<file path="src/rtl/w_writeback_grf.sv">
// W-stage write-back mux with load extraction, 32x32 register file and commit counter.
// Optional macro GRF_BYPASS_EN forwards the committing WDW to RD1/RD2 in the same cycle.
module w_writeback_grf (
   input  logic        clk,
   input  logic        reset,
   input  logic        RegWriteW,
   input  logic [1:0]  MemtoRegW,
   input  logic [2:0]  LoadopW,
   input  logic [31:0] RDW,
   input  logic [31:0] ALUoutW,
   input  logic [31:0] PC_4W,
   input  logic [4:0]  AwriteW,
   input  logic [4:0]  A1,
   input  logic [4:0]  A2,
   output logic [31:0] RD1,
   output logic [31:0] RD2,
   output logic [31:0] WDW,
   output logic [31:0] WB_count
);

   logic [31:0] grf_q [32];
   logic [31:0] wb_count_q, wb_count_d;
   logic [7:0]  ld_byte;
   logic [15:0] ld_half;
   logic [31:0] ld_data;
   logic        commit;
   logic [31:0] stored1, stored2;

   assign commit = RegWriteW && (AwriteW != 5'd0);

   always_comb begin
      ld_byte = 8'h0;
      unique case (ALUoutW[1:0])
         2'd0: ld_byte = RDW[7:0];
         2'd1: ld_byte = RDW[15:8];
         2'd2: ld_byte = RDW[23:16];
         2'd3: ld_byte = RDW[31:24];
         default: ld_byte = RDW[7:0];
      endcase
      ld_half = ALUoutW[1] ? RDW[31:16] : RDW[15:0];
   end

   always_comb begin
      ld_data = RDW;
      case (LoadopW)
         3'b001:  ld_data = {24'h0, ld_byte};
         3'b010:  ld_data = {{24{ld_byte[7]}}, ld_byte};
         3'b011:  ld_data = {16'h0, ld_half};
         3'b100:  ld_data = {{16{ld_half[15]}}, ld_half};
         default: ld_data = RDW;
      endcase
   end

   always_comb begin
      WDW = 32'h0;
      unique case (MemtoRegW)
         2'b00: WDW = ALUoutW;
         2'b01: WDW = ld_data;
         2'b10: WDW = PC_4W + 32'd4;
         2'b11: WDW = 32'h0;
         default: WDW = 32'h0;
      endcase
   end

   assign wb_count_d = wb_count_q + 32'd1;

   // Entry 0 is never written, so it stays at its reset value of zero.
   always_ff @(posedge clk or posedge reset) begin
      if (reset) begin
         grf_q      <= '{default: 32'h0};
         wb_count_q <= 32'h0;
      end else if (commit) begin
         grf_q[AwriteW] <= WDW;
         wb_count_q     <= wb_count_d;
      end
   end

   assign stored1 = (A1 == 5'd0) ? 32'h0 : grf_q[A1];
   assign stored2 = (A2 == 5'd0) ? 32'h0 : grf_q[A2];

`ifdef GRF_BYPASS_EN
   // No write happens while reset is high, so nothing is forwarded then either.
   assign RD1 = (commit && !reset && (A1 == AwriteW)) ? WDW : stored1;
   assign RD2 = (commit && !reset && (A2 == AwriteW)) ? WDW : stored2;
`else
   assign RD1 = stored1;
   assign RD2 = stored2;
`endif

   assign WB_count = wb_count_q;

endmodule

</file>
<file path="config.mk">
export PLATFORM = sky130hd
export DESIGN_NAME = w_writeback_grf
export DESIGN_NICKNAME = d
export VERILOG_FILES = /design/src/rtl/w_writeback_grf.sv
export SDC_FILE = /design/constraint.sdc
export NUM_CORES = 2
export LEC_CHECK = 0
export BUFFER_PORTS_ARGS = -buffer_cell sky130_fd_sc_hd__buf_2
export CORE_AREA = 2 2 314 316
export CTS_CLUSTER_DIAMETER = 120
export DETAILED_ROUTE_END_ITERATION = 12
export DIE_AREA = 0 0 316 318
export PLACE_DENSITY = 0.75
export SYNTH_ARGS = -nofsm -noshare
export SYNTH_HDL_FRONTEND = slang
export SYNTH_SLANG_ARGS = --single-unit
</file>
<file path="constraint.sdc">
create_clock -name clk -period 65.6 [get_ports clk]
set_clock_uncertainty 0.2 [all_clocks]
set_input_delay 9.84 -clock clk [delete_from_list [all_inputs] [get_ports clk]]
set_output_delay 9.84 -clock clk [all_outputs]
set_load 0.005 [all_outputs]
</file>
Word-level counts from Yosys, hierarchy flattened. Cells that the tools add are included.

$add $sub $neg: 2. $lt $le $gt $ge: 4. Equality and inequality tests: 10. Multiplexer cells: 15. Bitwise gates (word level): 3. Reduce and logical (&&, ||, !) cells: 7.

Operator list (count): bitwise mux 1024 bit (1); binary-select mux 32 bit (select 5 bit) (2); case mux 32 bit (4 select lines) (2); two-way mux 32 bit (7); demux 32 bit (select 5 bit) (1); adder 32 x 1 -> 32 bit, second input constant (1); adder 32 x 3 -> 32 bit, second input constant (1); case mux 8 bit (4 select lines) (1); greater-or-equal comparator 6 bit, second input constant (3); NOT 5 -> 6 bit (3); two-way mux 16 bit (1); logical NOT 5 bit (2); == test 2 bit, second input constant (4); == test 3 x 2 -> 1 bit, second input constant (2); < comparator 6 x 1 -> 1 bit, second input constant (1); nonzero test 5 bit (1); == test 2 x 1 -> 1 bit, second input constant (2); logical NOT 2 bit (2); == test 3 x 1 -> 1 bit, second input constant (1); == test 3 bit, second input constant (1); logical AND 1 bit (2).

Register bits: 1056. Output and inout bits: 128. Word-level logic and storage cells: 74.

Logic depth before layout (Yosys ltp).
Depth in word-level cells: 6. Gate-level depth with buffers: 10. Depth with buffers taken out: 6.

Worst setup path after synthesis. No wires, ideal clock.

Kind: input to output. Start: input port A1[0]. End: output port RD1[28]. Arrival: 11.780 ns. Data required time: 55.560 ns. Slack: 43.780 ns. Cell stages on the path: 7. Cells stage by stage: clkbuf_1 clkbuf_1 buf_1 mux4_2 mux4_2 nand2_1 o21ai_0.

Longest elaborated chain between the ends: 5.

RTL lines: start, declared (line 13) `input logic [4:0] A1,`; NOT 5 -> 6 bit (implied by the code) (line 78) `assign stored1 = (A1 == 5'd0) ? 32'h0 : grf_q[A1];`; binary-select mux 32 bit (select 5 bit) (line 78); two-way mux 32 bit (implied by the code) (2 in series) (line 78); two-way mux 32 bit * (line 78); end, declared (line 15) `output logic [31:0] RD1,`.

Every way passes the cells marked *; elsewhere a longest branch is shown, timed or not. The select of a mux whose other input is x is not followed.

Worst setup path after layout.
Start: input port A1[0]. End: output port RD1[23].

Same word-level chain as after synthesis.

==> summary.md <==
| Metric | Value |
|---|---|
| Status | `finished, final reports clean` |
| Reg2reg setup slack | `63.23 ns` |
| Mapped cell area | `55,800 um^2` |
| Die width | `316 um` |
| RSZ-0062 raised after global routing | `false` |
| CTS H-Tree Depth | `3` |
| Largest family of logic cells by synthesized area | `multiplexers` |
| Final Hold Fails | `0` |
| Remaining antenna violation count | `0` |
| CTS Sinks | `1,056` |
| Fin Setup TNS | `0 ns` |
| Xor-xnor portion of the synthesized cell area | `0.00800` |
| Power per Cell Area | `33.0 nW/um^2` |
| Register bit total from synthesis | `1,056` |
| Synth Area in Adders | `0.000448` |
| Ys Warns | `0` |
| Worst Max-Slew Pin Slew | `1.19 ns` |
| GPL Wtd Cong | `0.931` |
| Post-Synth Simple-Gate Area | `0.0984` |
| Post-CTS setup buffer count | `0` |
| Min-Delay Path Depth | `0` |
| DRT iter0 DRCs | `4,847` |
| # nets final | `4,972` |
| Multi-input gate area | `27,300 um^2` |
| Die height | `318 um` |
| Post_cts resized | `0` |
| Final setup fails | `0` |
| CTS Buffer Depth | `3` |
| Async SR Flop Fraction | `1.00` |
| Drt drc | `0` |
| Synth Instances | `4,914` |
| Critical path startpoint category | `input port` |
| Most frequent cells after synthesis | `dfrtp_1 (1,056), nor2_1 (789), a21oi_1 (700)` |
| Total gr overflow | `0` |
| Fill count | `7,174` |
| Max-slew headroom at the worst pin | `0.208` |
| Clock latency on the worst-skew pair | `0.70 ns` |
| Core Region | `97,400 um^2` |
| Top-count cell post-synth | `dfrtp_1` |
| Reg-to-Reg End | `WB_count[31]` |
| Critical Path Fanout Max | `97` |
| Die area | `100,000 um^2` |
| PnR worst setup slack | `40.81 ns` |
| Final Max Slew Viols | `0` |
| Clk root buf | `clkbuf_16` |
| Post-synth net total | `5,035` |
| Max Freq | `0.0403 GHz` |
| Worst EP required | `55.56 ns` |
| Layout cell share with drive strength beyond 1 | `0.265` |
| Clock transition at the registers of the reported paths | `0.06 ns` |
| Crit Path Category | `in2out` |
| Post-synthesis area per instance | `11.4 um^2` |
| Largest net degree at the start of global routing | `182` |
| Crit. End Element | `output port` |
| Maximum vdd drop | `23.0 uV` |
| Total Power | `0.00203 W` |
| Biggest area consumer among synthesized cells | `dfrtp_1` |
| Final Instance Count excl. Fillers | `6,230` |
| Synth cell types | `66` |
| WL final | `166 mm` |
| FF-to-FF Start | `WB_count[7]` |
| Hold path start | `grf_q[1000]` |
| Post-Place Cells | `6,032` |
| Max-cap violations | `0` |
| DR WL/cell | `26.7 um` |
| Fin crit period | `24.79 ns` |
| Seq/Total Area, Yosys | `0.473` |
| Worst hold-check path type | `reg2reg` |
| Hold Path End | `grf_q[1000]` |
| Hold-fix buffers, CTS | `0` |
| Pleak | `25.9 nW` |
| Cts bufs inserted | `104` |
| Largest cells by area after synthesis | `dfrtp_1 (47%), mux4_2 (26%), a21oi_1 (6.3%)` |
| Initial core utilization | `0.573` |
| Area grow syn2layout | `10.3%` |
| I/O pins | `247` |
| R2R cell count | `6` |
| Antenna violations before repair | `9` |
| First-pass GRT wire length | `257 mm` |
| Port Buffers | `246` |
| Register area | `26,400 um^2` |
| DR vias | `42,138` |
| First-pass DRT Iterations | `6` |
| Synth Area in Compound Gates | `0.113` |
| Multiplexer area fraction after synthesis | `0.261` |
| Share of the synthesized area in the top cell type | `0.473` |
| EDFF count, synth | `0` |
| Vias/cell | `6.76` |
| Final worst-path cycle share | `0.378` |
| HPWL after detailed placement | `99.4 mm` |
| Gr usage total | `0.338` |
| CP arrival | `14.76 ns` |
| Pre-CTS setup slack | `40.66 ns` |
| Vias in the first global route | `43,004` |
| Std-Cell Rows | `115` |
| CTS tree | `built` |
| Fin util | `0.632` |
| Most used DFF post-synth | `dfrtp_1` |
layout make-up:
class                           count  share of cell area
Inverter                          111             0.00689
Tap cell                         1287              0.0261
Multi-Input combinational cell   3235               0.443
Clock inverter                     53              0.0124
Antenna cell                        3            0.000122
Timing Repair Buffer              343              0.0336
Clock buffer                      142              0.0490
Sequential cell                  1056               0.429
flip-flops by register name (all words and copies together) (netlist names):
register	count
WB_count	32
grf_q	1024
cell families after synthesis:
kind of cell	count (synthesis)
AO/OA/AOI/OAI	1165
XOR/XNOR	51
adder cells (fa/ha/maj)	2
buffers and inverters	623
flip-flops	1056
multiplexers	654
AND/OR/NAND/NOR	1363
report_power, final:
part | total [W] | internal (W) | switching, W
registers | 0.000904 | 0.000793 | 0.000111
logic | 0.000471 | 0.000249 | 0.000222
clock network | 0.000656 | 0.000387 | 0.000269
total | 0.00203 | 0.00143 | 0.000603
critical path, cell delays in order:
cell and delay [ns]:
buf_8 0.59, buf_4 0.89, buf_12 0.71, buf_4 0.90, mux4_2 0.60, mux4_2 0.51, nand2_1 0.19, o21ai_0 0.18
buf_2 0.17
cell usage in the layout, fill, tap and decap left out, types with 31 or more instances in the layout:
cell type     n
inv_1       109
clkbuf_16   106
nor2_1      748
nor2_4       31
o21ai_2      57
buf_2       238
nand2_1     446
mux4_2      641
xnor2_1      31
buf_4        95
o21ai_0     343
a21oi_1     696
dfrtp_1    1056
through the flow:
stage	hold WS (ns)	area, um^2
after floorplan	0.241	55800
after global placement	0.177	57800
after detailed placement	0.182	57800
after CTS	0.197	61600
after global routing	0.210	61600
final	0.193	61600
metal layers:
metal | global-route usage | vias to the layer above | routed length [um]
met5 | 0 | - | 74
met4 | 0.169 | 12 | 8920
met3 | 0.0871 | 582 | 19000
met2 | 0.517 | 2641 | 77700
met1 | 0.454 | 21260 | 60600
li1 | - | 17643 | -
worst max-delay path by stage:
| stage | startpoint | end | depth (start not counted) |
|---|---|---|---|
| final | A1[0] | RD1[23] | 9 |
| after global routing | A1[0] | RD1[23] | 9 |
| after CTS | A1[0] | RD1[29] | 9 |
| after detailed placement | A1[0] | RD1[29] | 9 |
| after global placement | A1[0] | RD1[29] | 9 |
| after floorplan | reset | WB_count[0] | 1 |
(Power assumes the default switching activity.)
